===== config.mk =====
export PLATFORM = sky130hd
export DESIGN_NAME = fft_spectrum_reader
export DESIGN_NICKNAME = d
export VERILOG_FILES = /design/src/rtl/fft_pkg.sv /design/src/rtl/spectrum_skid_fifo.sv /design/src/rtl/fft_spectrum_reader.sv
export SDC_FILE = /design/constraint.sdc
export NUM_CORES = 1
export LEC_CHECK = 0
export BUFFER_PORTS_ARGS = -buffer_cell sky130_fd_sc_hd__buf_2
export CAP_MARGIN = 40
export CORE_MARGIN = 2
export CORE_UTILIZATION = 45
export CTS_CLUSTER_SIZE = 8
export DETAILED_ROUTE_END_ITERATION = 10
export PLACE_DENSITY = 0.77
export RECOVER_POWER = 100
export SYNTH_ARGS = -nofsm -noshare
export SYNTH_HDL_FRONTEND = slang
export SYNTH_SLANG_ARGS = --single-unit
export TNS_END_PERCENT = 100

===== constraint.sdc =====
create_clock -name clk -period 2.23 [get_ports clk]
set_input_delay 0.446 -clock clk [delete_from_list [all_inputs] [get_ports clk]]
set_output_delay 0.446 -clock clk [all_outputs]
set_load 0.02 [all_outputs]

===== src/rtl/fft_pkg.sv =====
// Shared defaults and FSM encoding for the FFT spectrum reader.
// No logic of its own; latency not applicable.
// No flow control of its own; backpressure not applicable.
package fft_pkg;

    localparam int FFT_ADDR_WIDTH = 8;
    localparam int FFT_DATA_WIDTH = 12;
    localparam int FFT_NUM_BINS   = 128;

    // Frame sequencing states of the reader
    typedef enum logic [1:0] {
        ST_IDLE  = 2'd0,
        ST_READ  = 2'd1,
        ST_DRAIN = 2'd2,
        ST_DONE  = 2'd3
    } rd_state_t;

endpackage


===== src/rtl/spectrum_skid_fifo.sv =====
// Two-entry synchronous FIFO holding {last, bin, height} beats for the reader output.
// Latency: a pushed beat is visible at the head on the cycle after the push.
// Backpressure: head holds while out_rdy is low; the caller keeps pushes within the free space.
module spectrum_skid_fifo #(
    parameter int BIN_WIDTH    = 8,
    parameter int HEIGHT_WIDTH = 10
) (
    input  logic                    clk,
    input  logic                    rst,
    input  logic                    in_vld,
    input  logic                    in_last,
    input  logic [BIN_WIDTH-1:0]    in_bin,
    input  logic [HEIGHT_WIDTH-1:0] in_height,
    output logic                    out_vld,
    input  logic                    out_rdy,
    output logic                    out_last,
    output logic [BIN_WIDTH-1:0]    out_bin,
    output logic [HEIGHT_WIDTH-1:0] out_height,
    output logic [1:0]              count
);

    localparam int W = 1 + BIN_WIDTH + HEIGHT_WIDTH;

    logic [W-1:0] mem_q [2];
    logic [W-1:0] mem_d [2];
    logic         wr_ptr_q, wr_ptr_d;
    logic         rd_ptr_q, rd_ptr_d;
    logic [1:0]   count_q, count_d;
    logic         pop;
    logic         push_ok;

    assign pop     = out_vld && out_rdy;
    // A push into a full FIFO is only legal when the head leaves in the same cycle
    assign push_ok = in_vld && ((count_q != 2'd2) || pop);

    // Next-state for storage, pointers and occupancy
    always_comb begin
        mem_d    = mem_q;
        wr_ptr_d = wr_ptr_q;
        rd_ptr_d = rd_ptr_q;
        count_d  = count_q + 2'(push_ok) - 2'(pop);
        if (push_ok) begin
            mem_d[wr_ptr_q] = {in_last, in_bin, in_height};
            wr_ptr_d        = ~wr_ptr_q;
        end
        if (pop) begin
            rd_ptr_d = ~rd_ptr_q;
        end
    end

    // State registers with synchronous reset
    always_ff @(posedge clk) begin
        if (rst) begin
            mem_q[0] <= '0;
            mem_q[1] <= '0;
            wr_ptr_q <= 1'b0;
            rd_ptr_q <= 1'b0;
            count_q  <= 2'd0;
        end else begin
            mem_q    <= mem_d;
            wr_ptr_q <= wr_ptr_d;
            rd_ptr_q <= rd_ptr_d;
            count_q  <= count_d;
        end
    end

    assign {out_last, out_bin, out_height} = mem_q[rd_ptr_q];
    assign out_vld = (count_q != 2'd0);
    assign count   = count_q;

endmodule


===== src/rtl/fft_spectrum_reader.sv =====
// Sweeps the FFT magnitude RAM per fft_done, streams scaled bar heights and tracks the per-frame peak.
// Latency: first m_valid two clock edges after the edge that samples fft_done; 1 beat/cycle sustained.
// Backpressure: RAM reads are throttled so FIFO entries plus the in-flight read never exceed two.
module fft_spectrum_reader
    import fft_pkg::*;
#(
    parameter int ADDR_WIDTH   = FFT_ADDR_WIDTH,
    parameter int DATA_WIDTH   = FFT_DATA_WIDTH,
    parameter int NUM_BINS     = FFT_NUM_BINS,
    parameter int HEIGHT_WIDTH = 10,
    parameter int HEIGHT_MAX   = 600,
    parameter int SCALE_SHIFT  = 1,
    parameter int EXCLUDE_DC   = 1
) (
    input  logic                    clk,
    input  logic                    rst,
    input  logic                    fft_done,
    output logic [ADDR_WIDTH-1:0]   fft_addr_out,
    output logic                    fft_data_out_en,
    input  logic [DATA_WIDTH-1:0]   fft_data_out,
    output logic                    m_valid,
    input  logic                    m_ready,
    output logic [ADDR_WIDTH-1:0]   m_bin,
    output logic [HEIGHT_WIDTH-1:0] m_height,
    output logic                    m_last,
    output logic                    busy,
    output logic [ADDR_WIDTH-1:0]   peak_bin,
    output logic [DATA_WIDTH-1:0]   peak_val,
    output logic [15:0]             frame_cnt
);

    localparam logic [ADDR_WIDTH-1:0] LAST_BIN = ADDR_WIDTH'(NUM_BINS - 1);

    rd_state_t              state_q, state_d;
    logic [ADDR_WIDTH-1:0]  addr_q, addr_d;
    logic                   inflight_q, inflight_d;
    logic [ADDR_WIDTH-1:0]  rd_bin_q, rd_bin_d;
    logic                   pending_q, pending_d;
    logic [DATA_WIDTH-1:0]  max_val_q, max_val_d;
    logic [ADDR_WIDTH-1:0]  max_bin_q, max_bin_d;
    logic [ADDR_WIDTH-1:0]  peak_bin_q, peak_bin_d;
    logic [DATA_WIDTH-1:0]  peak_val_q, peak_val_d;
    logic [15:0]            frame_cnt_q, frame_cnt_d;

    logic                    rd_issue;
    logic                    frame_start;
    logic [1:0]              fifo_count;
    logic                    fifo_pop;
    logic [1:0]              outstanding;
    logic                    credit_ok;
    logic [31:0]             mag_scaled;
    logic [HEIGHT_WIDTH-1:0] height;
    logic                    dc_skip;

    assign fifo_pop = m_valid && m_ready;

    // The head leaving this cycle frees its slot, so the read loop sustains one beat per cycle
    assign outstanding = fifo_count - 2'(fifo_pop) + 2'(inflight_q);
    assign credit_ok   = (outstanding < 2'd2);

    assign dc_skip = (EXCLUDE_DC != 0) && (rd_bin_q == '0);

    // Scale the returned magnitude and clamp it to the bar ceiling
    always_comb begin
        mag_scaled = 32'(fft_data_out) >> SCALE_SHIFT;
        if (mag_scaled > 32'(HEIGHT_MAX)) begin
            height = HEIGHT_WIDTH'(HEIGHT_MAX);
        end else begin
            height = HEIGHT_WIDTH'(mag_scaled);
        end
    end

    // Frame FSM, read issue, peak tracking and frame bookkeeping
    always_comb begin
        state_d     = state_q;
        addr_d      = addr_q;
        pending_d   = pending_q;
        max_val_d   = max_val_q;
        max_bin_d   = max_bin_q;
        peak_bin_d  = peak_bin_q;
        peak_val_d  = peak_val_q;
        frame_cnt_d = frame_cnt_q;
        rd_issue    = 1'b0;
        frame_start = 1'b0;
        inflight_d  = 1'b0;
        rd_bin_d    = rd_bin_q;

        // Running max over beats entering the FIFO; strict '>' keeps the lowest bin on ties
        if (inflight_q && !dc_skip && (fft_data_out > max_val_q)) begin
            max_val_d = fft_data_out;
            max_bin_d = rd_bin_q;
        end

        // A request arriving mid-frame is remembered once; extra pulses are dropped
        if (fft_done && (state_q == ST_READ || state_q == ST_DRAIN)) begin
            pending_d = 1'b1;
        end

        case (state_q)
            ST_IDLE: begin
                if (fft_done) begin
                    state_d     = ST_READ;
                    frame_start = 1'b1;
                end
            end
            ST_READ: begin
                rd_issue = credit_ok;
                if (rd_issue) begin
                    addr_d = addr_q + 1'b1;
                    if (addr_q == LAST_BIN) begin
                        state_d = ST_DRAIN;
                    end
                end
            end
            ST_DRAIN: begin
                if (fifo_pop && m_last) begin
                    state_d = ST_DONE;
                end
            end
            ST_DONE: begin
                peak_bin_d  = max_bin_q;
                peak_val_d  = max_val_q;
                frame_cnt_d = frame_cnt_q + 16'd1;
                pending_d   = 1'b0;
                if (pending_q || fft_done) begin
                    state_d     = ST_READ;
                    frame_start = 1'b1;
                end else begin
                    state_d = ST_IDLE;
                end
            end
            default: state_d = ST_IDLE;
        endcase

        if (frame_start) begin
            addr_d    = '0;
            max_val_d = '0;
            max_bin_d = '0;
        end

        if (rd_issue) begin
            inflight_d = 1'b1;
            rd_bin_d   = addr_q;
        end
    end

    // State registers; reset also discards any read still in flight
    always_ff @(posedge clk) begin
        if (rst) begin
            state_q     <= ST_IDLE;
            addr_q      <= '0;
            inflight_q  <= 1'b0;
            rd_bin_q    <= '0;
            pending_q   <= 1'b0;
            max_val_q   <= '0;
            max_bin_q   <= '0;
            peak_bin_q  <= '0;
            peak_val_q  <= '0;
            frame_cnt_q <= 16'd0;
        end else begin
            state_q     <= state_d;
            addr_q      <= addr_d;
            inflight_q  <= inflight_d;
            rd_bin_q    <= rd_bin_d;
            pending_q   <= pending_d;
            max_val_q   <= max_val_d;
            max_bin_q   <= max_bin_d;
            peak_bin_q  <= peak_bin_d;
            peak_val_q  <= peak_val_d;
            frame_cnt_q <= frame_cnt_d;
        end
    end

    spectrum_skid_fifo #(
        .BIN_WIDTH    (ADDR_WIDTH),
        .HEIGHT_WIDTH (HEIGHT_WIDTH)
    ) u_fifo (
        .clk        (clk),
        .rst        (rst),
        .in_vld     (inflight_q),
        .in_last    (rd_bin_q == LAST_BIN),
        .in_bin     (rd_bin_q),
        .in_height  (height),
        .out_vld    (m_valid),
        .out_rdy    (m_ready),
        .out_last   (m_last),
        .out_bin    (m_bin),
        .out_height (m_height),
        .count      (fifo_count)
    );

    assign fft_addr_out    = addr_q;
    assign fft_data_out_en = rd_issue;
    assign busy            = (state_q != ST_IDLE);
    assign peak_bin        = peak_bin_q;
    assign peak_val        = peak_val_q;
    assign frame_cnt       = frame_cnt_q;

endmodule

; ---- Word level (Yosys, flattened, before mapping)
; Cells that the tools add are included.
[word_totals]
out_inout_bits = 66
input_bits = 16
reg_bits = 118
[op_classes]
n_mux = 18
order_cmp = 6
add_sub_neg = 6
n_reduce_logical = 19
bitwise = 4
eq_ne = 10
[ops]
columns = operator, n
row1 = $mux 19, 4
row2 = $bwmux 38, 1
row3 = $demux 19 s1, 1
row4 = $add 16x1->16 const B, 1
row5 = $eq 8x7->1 const B, 2
row6 = $gt 12x12->1, 1
row7 = $gt 11x10->1 const B, 1
row8 = $mux 10, 1
row9 = $add 8x1->8 const B, 1
row10 = $logic_not 8->1, 1
row11 = $mux 2, 4
row12 = $pmux 2 s4, 1
row13 = $logic_and 1x1->1, 7
row14 = $ne 2x2->1 const B, 3
row15 = $mux 1, 5
row16 = $add 2x1->2, 2
row17 = $eq 2x2->1 const B, 2
row18 = $ge 2x2->1 const B, 2
row19 = $ne 2x1->1 const B, 2
row20 = $not 1->2, 2
row21 = $reduce_and 4->1, 1
row22 = $reduce_bool 2->1, 2
row23 = $reduce_or 2->1, 2
row24 = $sub 2x1->2, 2
row25 = 9 further kinds, 12

; ---- Longest topological paths before layout
[depth]
depth_word = 7
mapped_depth = 10
depth_no_buf = 9

; ---- Cells and area by module
; Synthesis repeated with hierarchy kept, for this count alone.
[hier_totals]
cells_unflattened = 651
area_unflattened_um2 = 5838.1
[by_module_without_submodules]
columns = module, n_inst, cells_each, area_per_inst_um2
row1 = fft_spectrum_reader, 1, 438, 3821.2
row2 = spectrum_skid_fifo, 1, 213, 2016.9

; ---- Worst setup path after synthesis
; OpenSTA, ideal clock, no wires.
[synth_path]
path_type = register to output
startpoint = register u_fifo.count_q[0] (netlist: u_fifo.count[0])
endpoint = output port fft_data_out_en
setup_slack_ns = -0.121
arrival_ns = 1.905
stages_incl_launch_ff = 10
t_required_ns = 1.784
path_buffers = 1
path_cell_list = dfxtp_1 -> or2_2 -> nand2_1 -> inv_1 -> ha_1 -> xor2_1 -> xnor2_2 -> nand2_1 -> buf_2 -> inv_1
[synth_between]
elab_chain_len = 6
[synth_lines]
columns = element, line_no
row1 = start: declaration, spectrum_skid_fifo.sv:28  ; logic [1:0] count_q, count_d;
row2 = start signal: assignment, spectrum_skid_fifo.sv:63  ; count_q <= count_d;
row3 = $reduce_bool 2->1, spectrum_skid_fifo.sv:68  ; assign out_vld = (count_q != 2'd0);
row4 = net m_valid, fft_spectrum_reader.sv:21  ; output logic m_valid,
row5 = $logic_and 1x1->1, fft_spectrum_reader.sv:55  ; assign fifo_pop = m_valid && m_ready;
row6 = net fifo_pop, fft_spectrum_reader.sv:48  ; logic fifo_pop;
row7 = $sub 2x1->2, fft_spectrum_reader.sv:58  ; assign outstanding = fifo_count - 2'(fifo_pop) + 2'(inflight_q);
row8 = $add 2x1->2, fft_spectrum_reader.sv:58
row9 = $lt 2x2->1, fft_spectrum_reader.sv:59  ; assign credit_ok = (outstanding < 2'd2);
row10 = $mux 1, fft_spectrum_reader.sv:99  ; case (state_q)
row11 = end: declaration, fft_spectrum_reader.sv:19  ; output logic fft_data_out_en,
; The timed path passes the listed nets, and every way through them passes these cells.

; ---- Worst setup path in the final report
[layout_path]
startpoint = register u_fifo.count_q[0] (netlist: u_fifo.count[0])
endpoint = output port fft_data_out_en
[layout_between]
elab_chain_len = 6
[layout_lines]
columns = element, line_no
row1 = $reduce_bool 2->1, spectrum_skid_fifo.sv:68
row2 = $logic_and 1x1->1, fft_spectrum_reader.sv:55
row3 = net fifo_pop, fft_spectrum_reader.sv:48
row4 = $sub 2x1->2, fft_spectrum_reader.sv:58
row5 = $add 2x1->2, fft_spectrum_reader.sv:58
row6 = $lt 2x2->1, fft_spectrum_reader.sv:59
row7 = $mux 1, fft_spectrum_reader.sv:99
; The timed path passes the listed nets, and every way through them passes these cells.

==> reports/results.ini <==
[sta]
maxSlewViolCount=0
postLayoutSetupSlackWorst_ns=-0.147
finalSetupViolations=2
slew_headroom=0.343
period_share=1.07
worst_pin_slew_ns=0.986
clock.fmax_mhz=421
rsz0062_at_grt=yes
hold_viol=0
period_minus_slack_ns=2.38
skew_ns=0.00920
whs_ns=0.382

[cts]
cts_tree=yes
cts.sink_count=118
cts.clk_slew.worst_paths_ns=0.05
numCtsBuffers=17
h-tree-depth=4
clock_latency_ns=0.41
clock_path_buffers=2
cts_root_buffer=clkbuf_16

[synthesis]
ys_seq_area_frac=0.428
ys_types=48
syn_area_per_cell_um2=8.82
yosys_most_used_dff=dfxtp_1
synth_fp_nets=663
yosys.area.top_type=dfxtp_1
synth_warnings=0
synthesis.area_um2=5520
async_reset_ff_frac=0
ys_ff_latch=118
syn_inst=626
synth_edf_count=0
synth_top_cell_area_share=0.428
synth_area_leaders=dfxtp_1 (43%), nand2_1 (4.9%), ha_1 (4.8%)

[run]
max-cap-violations=0

[placed_design]
place_area_um2=6340
hpwl_um=9850
placed_cells=855
routabilityCongestion=0.814
io_buffers=81

[cells_and_area]
area_growth_pct=27.8
drive_gt1_frac=0.221
diodes=0
fin_nets=776
n_fill_cell=1007
stdcell_area_um2=7060
final_common_cell=dfxtp_1
finalNonFillerCells=899
layout_common_cells=dfxtp_1 (110), nand2_1 (70), nor2_1 (70)
fin_util=0.588

[detailed_routing]
dr.pass1.iters=5
ant_nets=0
vias=5128
wl_um=15100
wire_per_inst_um=16.8
initialDrtViolationCount=458
via_per_inst=5.70
drcViolationCount=0

[power_and_ir_drop]
p_leak_uw=0.00286
finalPower_uw=6820
ir_drop_uv=444
p_per_area_nw_per_um2=967

[grt]
grt-ovfl-total=0
grt_max_degree=47
grt_pass1_vias=4934
grt_pass1_wl_um=23900
grt_usage=0.228
antenna_found_initial=0

[die]
floorplan.rows=40
die_h_um=115
io_pins=82
chipWidth_um=115
coreArea_um2=12000
die_area_um2=13200
start_util=0.460

[worst_setup_path]
r2r_start=u_fifo.count[0]
critical_path.startpoint=u_fifo.count[0]
slowest_delay_ns=0.32
path_buf_inv=3
critPathLaunchType=flop
path_cells=or2_4, nand2_4, inv_4, ha_4, nor2b_4, xnor2_2, nand2_2, inv_2, buf_6
end_kind=output pin
worstSetupPathType=reg -> out
critPathSlowestCell=dfxtp_2
cp.arrival_ns=1.93
cpLargestDelayFamily=simple AND/OR/NAND/NOR gates
worstPathRequired_ns=1.78
critPathMaxFanout=3

[hold_path]
min_path_type=in -> reg
min_from=fft_data_out[6]

[run_status]
status=complete, but fails checks
violations=setup timing

synthesized netlist by cell type, types with 6 or more instances:
master,n
nor2_1,70
or4_1,12
o311ai_0,10
inv_1,22
and2_1,22
nand4_1,10
clkbuf_1,26
a21oi_1,32
nand2_1,72
o211ai_1,12
dfxtp_1,118
mux2_2,19
o311a_1,11
buf_2,9
and3_1,7
xnor2_1,6
a22o_1,15
ha_1,21
nand3_1,22
o21ai_0,8
or3_1,12
nor4_1,13
xor2_1,16
mux2i_1,21
area by class of cell:
type / count / area (µm²) / share of cell area
sequential: 118 / 2370 / 0.336
clock inverter: 13 / 158 / 0.0223
timing repair buffer: 134 / 822 / 0.116
clock buffer: 19 / 433 / 0.0613
tap: 147 / 184 / 0.0261
inverter: 22 / 85.1 / 0.0121
multi-input combinational: 446 / 3010 / 0.426
flip-flops by register name, indices dropped and copies added, names as in the netlist:
signal	cells
pending_q	1
frame_cnt	16
peak_bin	8
u_fifo.rd_ptr_q	1
inflight_q	1
u_fifo.wr_ptr_q	1
max_bin_q	8
peak_val	12
max_val_q	12
state_q	2
fft_addr_out	8
u_fifo.mem_q	38
rd_bin_q	8
u_fifo.count	2
power breakdown:
part	total (µW)	internal (µW)	leakage [µW]	switching, µW
clock network	2710	1750	0.000279	965
logic	1800	755	0.00162	1050
registers	2310	2220	0.000956	90.7
total	6820	4720	0.00286	2100
per-stage QoR:
step / worst slack [ns] / TNS [ns]
6_report: -0.147 / -0.149
5_1_grt: -0.224 / -0.808
4_1_cts: -0.146 / -0.150
3_5_place_dp: -0.188 / -2.43
3_3_place_gp: -0.112 / -1.43
2_1_floorplan: 0.0124 / 0
kinds of logic after synthesis:
group                      Yosys count  share of synthesized area
and+or+nand+nor                    257                      0.227
xor gates and xnor gates            23                     0.0378
AOI/OAI and AO/OA                  103                      0.134
buffers and inverters               64                     0.0489
adders and majority gates           21                     0.0476
DFF                                118                      0.428
muxes                               40                     0.0768
tightest hold or removal path, delay by kind of cell:
| kind | cells | cell delay, ns |
|---|---|---|
| buffers and inverters | 2 | 0.20 |
| AOI/OAI and AO/OA | 1 | 0.11 |
per-layer routing:
| layer | track usage | part of all wire | up-vias |
|---|---|---|---|
| met3 | 0.0459 | 0.062 | 40 |
| met4 | 0.106 | 0.025 | 0 |
| met1 | 0.289 | 0.43 | 2397 |
| li1 | - | - | 2458 |
| met2 | 0.377 | 0.48 | 233 |
| met5 | 0 | 0 | - |
worst paths after layout:
path                           to  cells after the start  slack, ns
setup reg to reg       state_q[0]                     10          0
setup / recovery  fft_data_out_en                      9      -0.15
hold reg to reg   u_fifo.mem_q[9]                      2       0.45
hold / removal    u_fifo.mem_q[5]                      3       0.38
what timing repair did:
action / CTS / global route
hold buffers: 0 / 0
endpoints found under the setup margin: 11 / 23
buffers inserted: 4 / 6
pin swaps: 7 / 13
gates resized for setup: 13 / 16
gates cloned: 2 / 0
hold endpoints to repair: 0 / 0
No activity file was read; power rests on OpenSTA's default activity.
